===== src/rtl/truth_table_seq.sv =====
// Truth-table sequencer/checker: sweeps all 2^N_IN input vectors of a function unit,
// samples its output after SETTLE cycles per vector and compares against a latched table.
module truth_table_seq #(
    parameter int unsigned N_IN   = 4,
    parameter int unsigned SETTLE = 2
) (
    input  logic                  clk,
    input  logic                  rst,
    input  logic                  start,
    input  logic [(1<<N_IN)-1:0]  expected,
    input  logic                  f_in,
    output logic [N_IN-1:0]       vec,
    output logic                  busy,
    output logic                  done,
    output logic                  pass,
    output logic [(1<<N_IN)-1:0]  table_out,
    output logic [N_IN:0]         mismatch_cnt,
    output logic [N_IN-1:0]       first_fail,
    output logic                  fail_valid
);

    localparam int unsigned TW = 1 << N_IN;

    typedef enum logic [1:0] {
        S_IDLE,
        S_WAIT,
        S_SAMPLE,
        S_DONE
    } state_t;

    state_t          state, state_n;
    logic [3:0]      scnt, scnt_n;
    logic [TW-1:0]   exp_l, exp_l_n;
    logic [N_IN-1:0] vec_n;
    logic            busy_n, pass_n, fail_valid_n;
    logic [TW-1:0]   table_n;
    logic [N_IN:0]   mismatch_cnt_n;
    logic [N_IN-1:0] first_fail_n;
    logic            miss;

    always_ff @(posedge clk) begin
        if (rst) begin
            state        <= S_IDLE;
            scnt         <= '0;
            exp_l        <= '0;
            vec          <= '0;
            busy         <= 1'b0;
            pass         <= 1'b0;
            table_out    <= '0;
            mismatch_cnt <= '0;
            first_fail   <= '0;
            fail_valid   <= 1'b0;
        end else begin
            state        <= state_n;
            scnt         <= scnt_n;
            exp_l        <= exp_l_n;
            vec          <= vec_n;
            busy         <= busy_n;
            pass         <= pass_n;
            table_out    <= table_n;
            mismatch_cnt <= mismatch_cnt_n;
            first_fail   <= first_fail_n;
            fail_valid   <= fail_valid_n;
        end
    end

    always_comb begin
        state_n        = state;
        scnt_n         = scnt;
        exp_l_n        = exp_l;
        vec_n          = vec;
        busy_n         = busy;
        pass_n         = pass;
        table_n        = table_out;
        mismatch_cnt_n = mismatch_cnt;
        first_fail_n   = first_fail;
        fail_valid_n   = fail_valid;
        miss           = 1'b0;

        case (state)
            S_IDLE: begin
                if (start) begin
                    vec_n          = '0;
                    exp_l_n        = expected;
                    table_n        = '0;
                    mismatch_cnt_n = '0;
                    first_fail_n   = '0;
                    fail_valid_n   = 1'b0;
                    pass_n         = 1'b0;
                    busy_n         = 1'b1;
                    scnt_n         = '0;
                    state_n        = S_WAIT;
                end
            end
            S_WAIT: begin
                scnt_n = scnt + 4'd1;
                if (scnt == 4'(SETTLE - 1)) state_n = S_SAMPLE;
            end
            S_SAMPLE: begin
                table_n[vec] = f_in;
                miss         = (f_in != exp_l[vec]);
                if (miss) begin
                    mismatch_cnt_n = mismatch_cnt + 1'b1;
                    if (!fail_valid) begin
                        first_fail_n = vec;
                        fail_valid_n = 1'b1;
                    end
                end
                // pass must include the mismatch (if any) on this final vector
                if (vec == N_IN'(TW - 1)) begin
                    state_n = S_DONE;
                    busy_n  = 1'b0;
                    pass_n  = (mismatch_cnt_n == '0);
                end else begin
                    vec_n   = vec + 1'b1;
                    scnt_n  = '0;
                    state_n = S_WAIT;
                end
            end
            S_DONE: state_n = S_IDLE;
            default: state_n = S_IDLE;
        endcase
    end

    assign done = (state == S_DONE);

endmodule


===== config.mk =====
export PLATFORM = sky130hd
export DESIGN_NAME = truth_table_seq
export DESIGN_NICKNAME = d
export VERILOG_FILES = /design/src/rtl/truth_table_seq.sv
export SDC_FILE = /design/constraint.sdc
export NUM_CORES = 1
export LEC_CHECK = 0
export BUFFER_PORTS_ARGS = -buffer_cell sky130_fd_sc_hd__buf_2
export CAP_MARGIN = 20
export CORE_UTILIZATION = 30
export DETAILED_ROUTE_END_ITERATION = 12
export MAX_ROUTING_LAYER = met4
export RECOVER_POWER = 50
export SLEW_MARGIN = 40
export SYNTH_ARGS = -nofsm -noshare
export SYNTH_HDL_FRONTEND = slang
export SYNTH_SLANG_ARGS = --single-unit

===== constraint.sdc =====
create_clock -name clk -period 2.5 [get_ports clk]
set_input_delay 0.5 -clock clk [delete_from_list [all_inputs] [get_ports clk]]
set_output_delay 0.5 -clock clk [all_outputs]
set_load 0.1 [all_outputs]

-- After elaboration in Yosys (flattened, before gate mapping)
Cells that the tools add are included.
- bits in registers: 54
- bits of input ports: 20
- output and inout bits: 33
- $add $sub $neg: 3
- eq/ne operators: 12
- mux-type cells: 31
- reductions and logical operators: 13
- $lt $le $gt $ge: 2
- operators with widths (kind ; count):
    $pmux 16 s2 ; 1
    $mux 4 ; 5
    $bwmux 16 ; 1
    $mux 16 ; 1
    $pmux 4 s2 ; 2
    $mux 5 ; 3
    $ne 2x2->1 const B ; 6
    $pmux 4 s3 ; 1
    $reduce_and 3->1 ; 4
    $pmux 5 s2 ; 1
    $add 4x1->4 const B ; 2
    $pmux 2 s4 ; 1
    $mux 1 ; 7
    $mux 2 ; 3
    $pmux 1 s2 ; 3
    $reduce_and 2->1 ; 3
    $add 5x1->5 const B ; 1
    $logic_not 5->1 ; 1
    $lt 4x5->1 const B ; 1
    $bmux 1 s4 ; 1
    $demux 1 s4 ; 1
    $eq 2x2->1 const B ; 2
    $eq 4x1->1 const B ; 1
    $eq 4x4->1 const B ; 1
    8 further kinds ; 8

-- Logic depth before layout (Yosys ltp)
- word-level depth: 8
- depth in mapped cells: 8
- mapped depth without buffers: 7

-- Worst setup path after synthesis
Ideal clock, no wire load.
- kind: reg2reg
- start: reg vec[1]
- end: reg mismatch_cnt[4]
- arrival: 2.761 ns
- buffers on the path: 1
- path slack: -0.383 ns
- data required time: 2.378 ns
- stages on the path, launching flop included: 8
- library setup time: 0.122 ns
- clock period less this slack: 2.883 ns
- cell sequence: dfxtp_1 buf_6 mux2i_1 mux4_2 mux2_4 a211oi_4 o211ai_1 nor3b_2
- cells in the longest elaborated chain, start to end: 6
- ends and longest elaborated chain (element ; line ; text):
    start: declaration ; 12 ; output logic [N_IN-1:0] vec,
    start signal: assignment ; 57 ; vec <= vec_n;
    $bmux 1 s4 ; 101 ; miss = (f_in != exp_l[vec]);
    $mux 1 (implied by the code) ; 101 ;
    $ne 1x1->1 ; 101 ;
    $mux 5 ; 102 ; if (miss) begin
    $mux 5 ; 80 ; case (state)
    $pmux 5 s2 ; 80 ;
    end signal: assignment ; 61 ; mismatch_cnt <= mismatch_cnt_n;
    end: declaration ; 17 ; output logic [N_IN:0] mismatch_cnt,
No other way between the ends. The select of a mux whose other input is x is not followed.
A chain may end at the register's enable or synchronous reset.

-- Worst setup path in the final report
- start: reg vec[1]
- end: reg first_fail[1]
- cells in the longest elaborated chain, start to end: 5
- ends and longest elaborated chain (element ; line ; text):
    $bmux 1 s4 ; 101 ;
    $mux 1 (implied by the code) ; 101 ;
    $ne 1x1->1 ; 101 ;
    $ne 2x2->1 (no line) ; -- ;
    $reduce_and 4->1 (no line) ; -- ;
    end signal: assignment ; 62 ; first_fail <= first_fail_n;
    end: declaration ; 18 ; output logic [N_IN-1:0] first_fail,
Parallel ways exist; a longest one is shown, timed or not. The select of a mux whose other input is x is not followed.

==> qor.csv <==
metric,value,unit
status,"complete, no violations",
first drt pass iteration count,4,
minimum hold slack,420,ps
post-synthesis mux area share,0.0608,
Synth Instances,315,
Reg-to-Reg Start,vec[1],
drt drc,0,
Post-CTS Hold Fix Bufs,0,
Starting Density,0.308,
via/cell ratio,5.32,
power density cells,566,nW/um^2
H-tree Lvls,2,
clk_skew,11.7,ps
Synth Register Bits,54,
"leading cell type in the layout, fill and taps excluded",dfxtp_1,
Post-synth top flop,dfxtp_1,
met2 WL,3190,microns
wl on met1,3050,microns
Sink Count,54,
worst-path fanout max,14,
final cycle utilization of the critical path,0.902,
Max Root-Sink Buffers,2,
max-slew violation count,0,
gr usage total,0.157,
cell area after synthesis,2670,sq um
hold_sp,expected[9],
Synth Area in Simple Gates,0.238,
"CTS clk-pin slew, worst paths",90,ps
synth-to-layout area growth,15.8,%
Fin. Hold Viols,0,
Max IR drop VDD,0.000277,V
die height,96.4,microns
unrepaired setup endpoints after global routing,false,
remaining antenna violation count after routing,0,
# rows,34,
1st-iter DRT viols,165,
asr flop ratio synth,0,
first-pass GRT wire length,11000,microns
DR vias,2472,
Synth Area in Compound Gates,0.187,
Yosys cell types,42,
vias in the first global route,2214,
Synth Warn #,0,
Port Buffer Count,52,
most frequent cells in the layout,"dfxtp_1 (51), nand2_1 (49), a21oi_1 (45)",
WP data arrival,2440,ps
P_leak,1.05,nW
DIE WIDTH,96.4,microns
die outline area,9290,sq um
DR top layer,met4,
largest net degree at the start of global routing,37,
Final #Nets,383,
critical path endpoint category,flip-flop,
R2R Setup Slk,250,ps
# Max-Cap Violations,0,
worst slew pin tran,1200,ps
fraction of layout instances using a drive strength above 1,0.148,
Final setup viols,0,
RePlAce Congestion,0.834,
HPWL Detailed,4840,microns
GRT overflow,0,
sequential area share after synthesis,0.404,
post-synthesis adder-cell area fraction,0.0328,
routed wl met3,486,microns
final WL,6830,microns
crit start category,flip-flop,
CTS tree,yes,
FMAX,444,MHz
R2R depth,6,
Worst Hold End,exp_l[9],
post-CTS setup buffers,0,
largest family of logic cells by synthesized area,simple AND/OR/NAND/NOR gates,
FF-to-FF End,first_fail[1],
CTS-repair resized insts,0,
Post-synth EDFFs,0,
# diodes,0,
post-DR wirelength/cell,14.7,microns
CORE AREA,8680,sq um
CTS buffer count,5,
Fillers,928,
clock period minus worst slack,2250,ps
kind of critical path,reg2reg,
IO Count,53,
Rel. slew slack,0.203,
clk_lat worst skew,310,ps
Setup TNS,0,ps
"Net Count, Synth",342,
Hold Crit Depth,3,
post-synthesis share of cell area spent on xor and xnor gates,0.0262,
Critical Path RT,2690,ps
Mapped Avg Cell Area,8.49,sq um
initial antenna violation count,0,
Worst Hold Class,in2reg,
Root Driver,clkbuf_8,
==> through the flow <==
stage               instance area [sq um]  setup slack [ps]   util  cells  power [mW]
floorplan                            2680               119      -    315        1.06
global placement                     3000               355  0.345    457        1.11
detailed placement                   3000               270  0.345    457        1.11
CTS                                  3130               251  0.360    465        1.78
global route                         3100               145  0.357    465        1.83
finish                               3100               246  0.357    465        1.75
==> flip-flops by register name (all words and copies together) (netlist names) <==
| signal | flops |
|---|---|
| mismatch_cnt | 5 |
| exp_l | 16 |
| scnt | 4 |
| state | 2 |
| busy | 1 |
| first_fail | 4 |
| vec | 4 |
| fail_valid | 1 |
| table_out | 16 |
| pass | 1 |
==> logic make-up after synthesis <==
logic type,Yosys count
buf+inv,28
fa+ha+maj,7
xor+xnor,8
mux,12
compound gates,78
flops,54
simple gates,128
==> worst max path at each step <==
stage / slack, ps / endpoint / cells past startpoint / startpoint
3_3_place_gp: 360 / first_fail[3] / 6 / vec[1]
5_1_grt: 140 / scnt[3] / 7 / vec[0]
2_1_floorplan: 120 / mismatch_cnt[4] / 5 / vec[0]
4_1_cts: 250 / first_fail[1] / 6 / vec[1]
6_report: 250 / first_fail[1] / 6 / vec[1]
3_5_place_dp: 270 / first_fail[1] / 6 / vec[1]
==> critical path: stages, from the launching register on <==
cell and delay [ps]:
dfxtp_4 470, mux2i_1 100, mux4_2 530, mux2_4 390, a211oi_4 400, nand3b_1 160
a21oi_1 90
==> synth_stat cells (all sizes together) (3+ instances only) <==
cell type,instances,share of area
a211oi,4,0.021
a21oi,45,0.084
a31oi,5,0.012
and2,3,0.0070
buf,9,0.021
clkbuf,14,0.023
dfxtp,54,0.40
ha,7,0.033
inv,5,0.0070
mux2i,9,0.038
nand2,49,0.069
nand2b,4,0.0094
nand3,9,0.017
nand3b,7,0.020
nand4,18,0.042
nor2,16,0.022
nor2b,4,0.0094
nor3,10,0.019
o211ai,12,0.034
o311ai,4,0.013
xor2,7,0.023
==> layer usage <==
layer,vias up,GRT usage
met5,-,-
met4,0,0.0453
met3,9,0.0282
met2,93,0.250
met1,1149,0.204
li1,1221,-
==> report_power, final <==
part | switching [mW] | total [mW] | leakage [nW] | internal (mW)
logic | 0.129 | 0.186 | 0.546 | 0.0575
registers | 0.0198 | 0.903 | 0.440 | 0.883
clock network | 0.301 | 0.663 | 0.0665 | 0.361
total | 0.450 | 1.75 | 1.05 | 1.30
==> area by class of cell <==
type | instances | area (sq um) | share of cell area
multi-input combinational | 233 | 1460 | 0.470
sequential | 54 | 1090 | 0.351
timing repair buffer | 57 | 265 | 0.0857
tap | 108 | 135 | 0.0437
clock buffer | 6 | 93.8 | 0.0303
clock inverter | 2 | 38.8 | 0.0125
inverter | 5 | 18.8 | 0.00606
(Power assumes the default switching activity.)
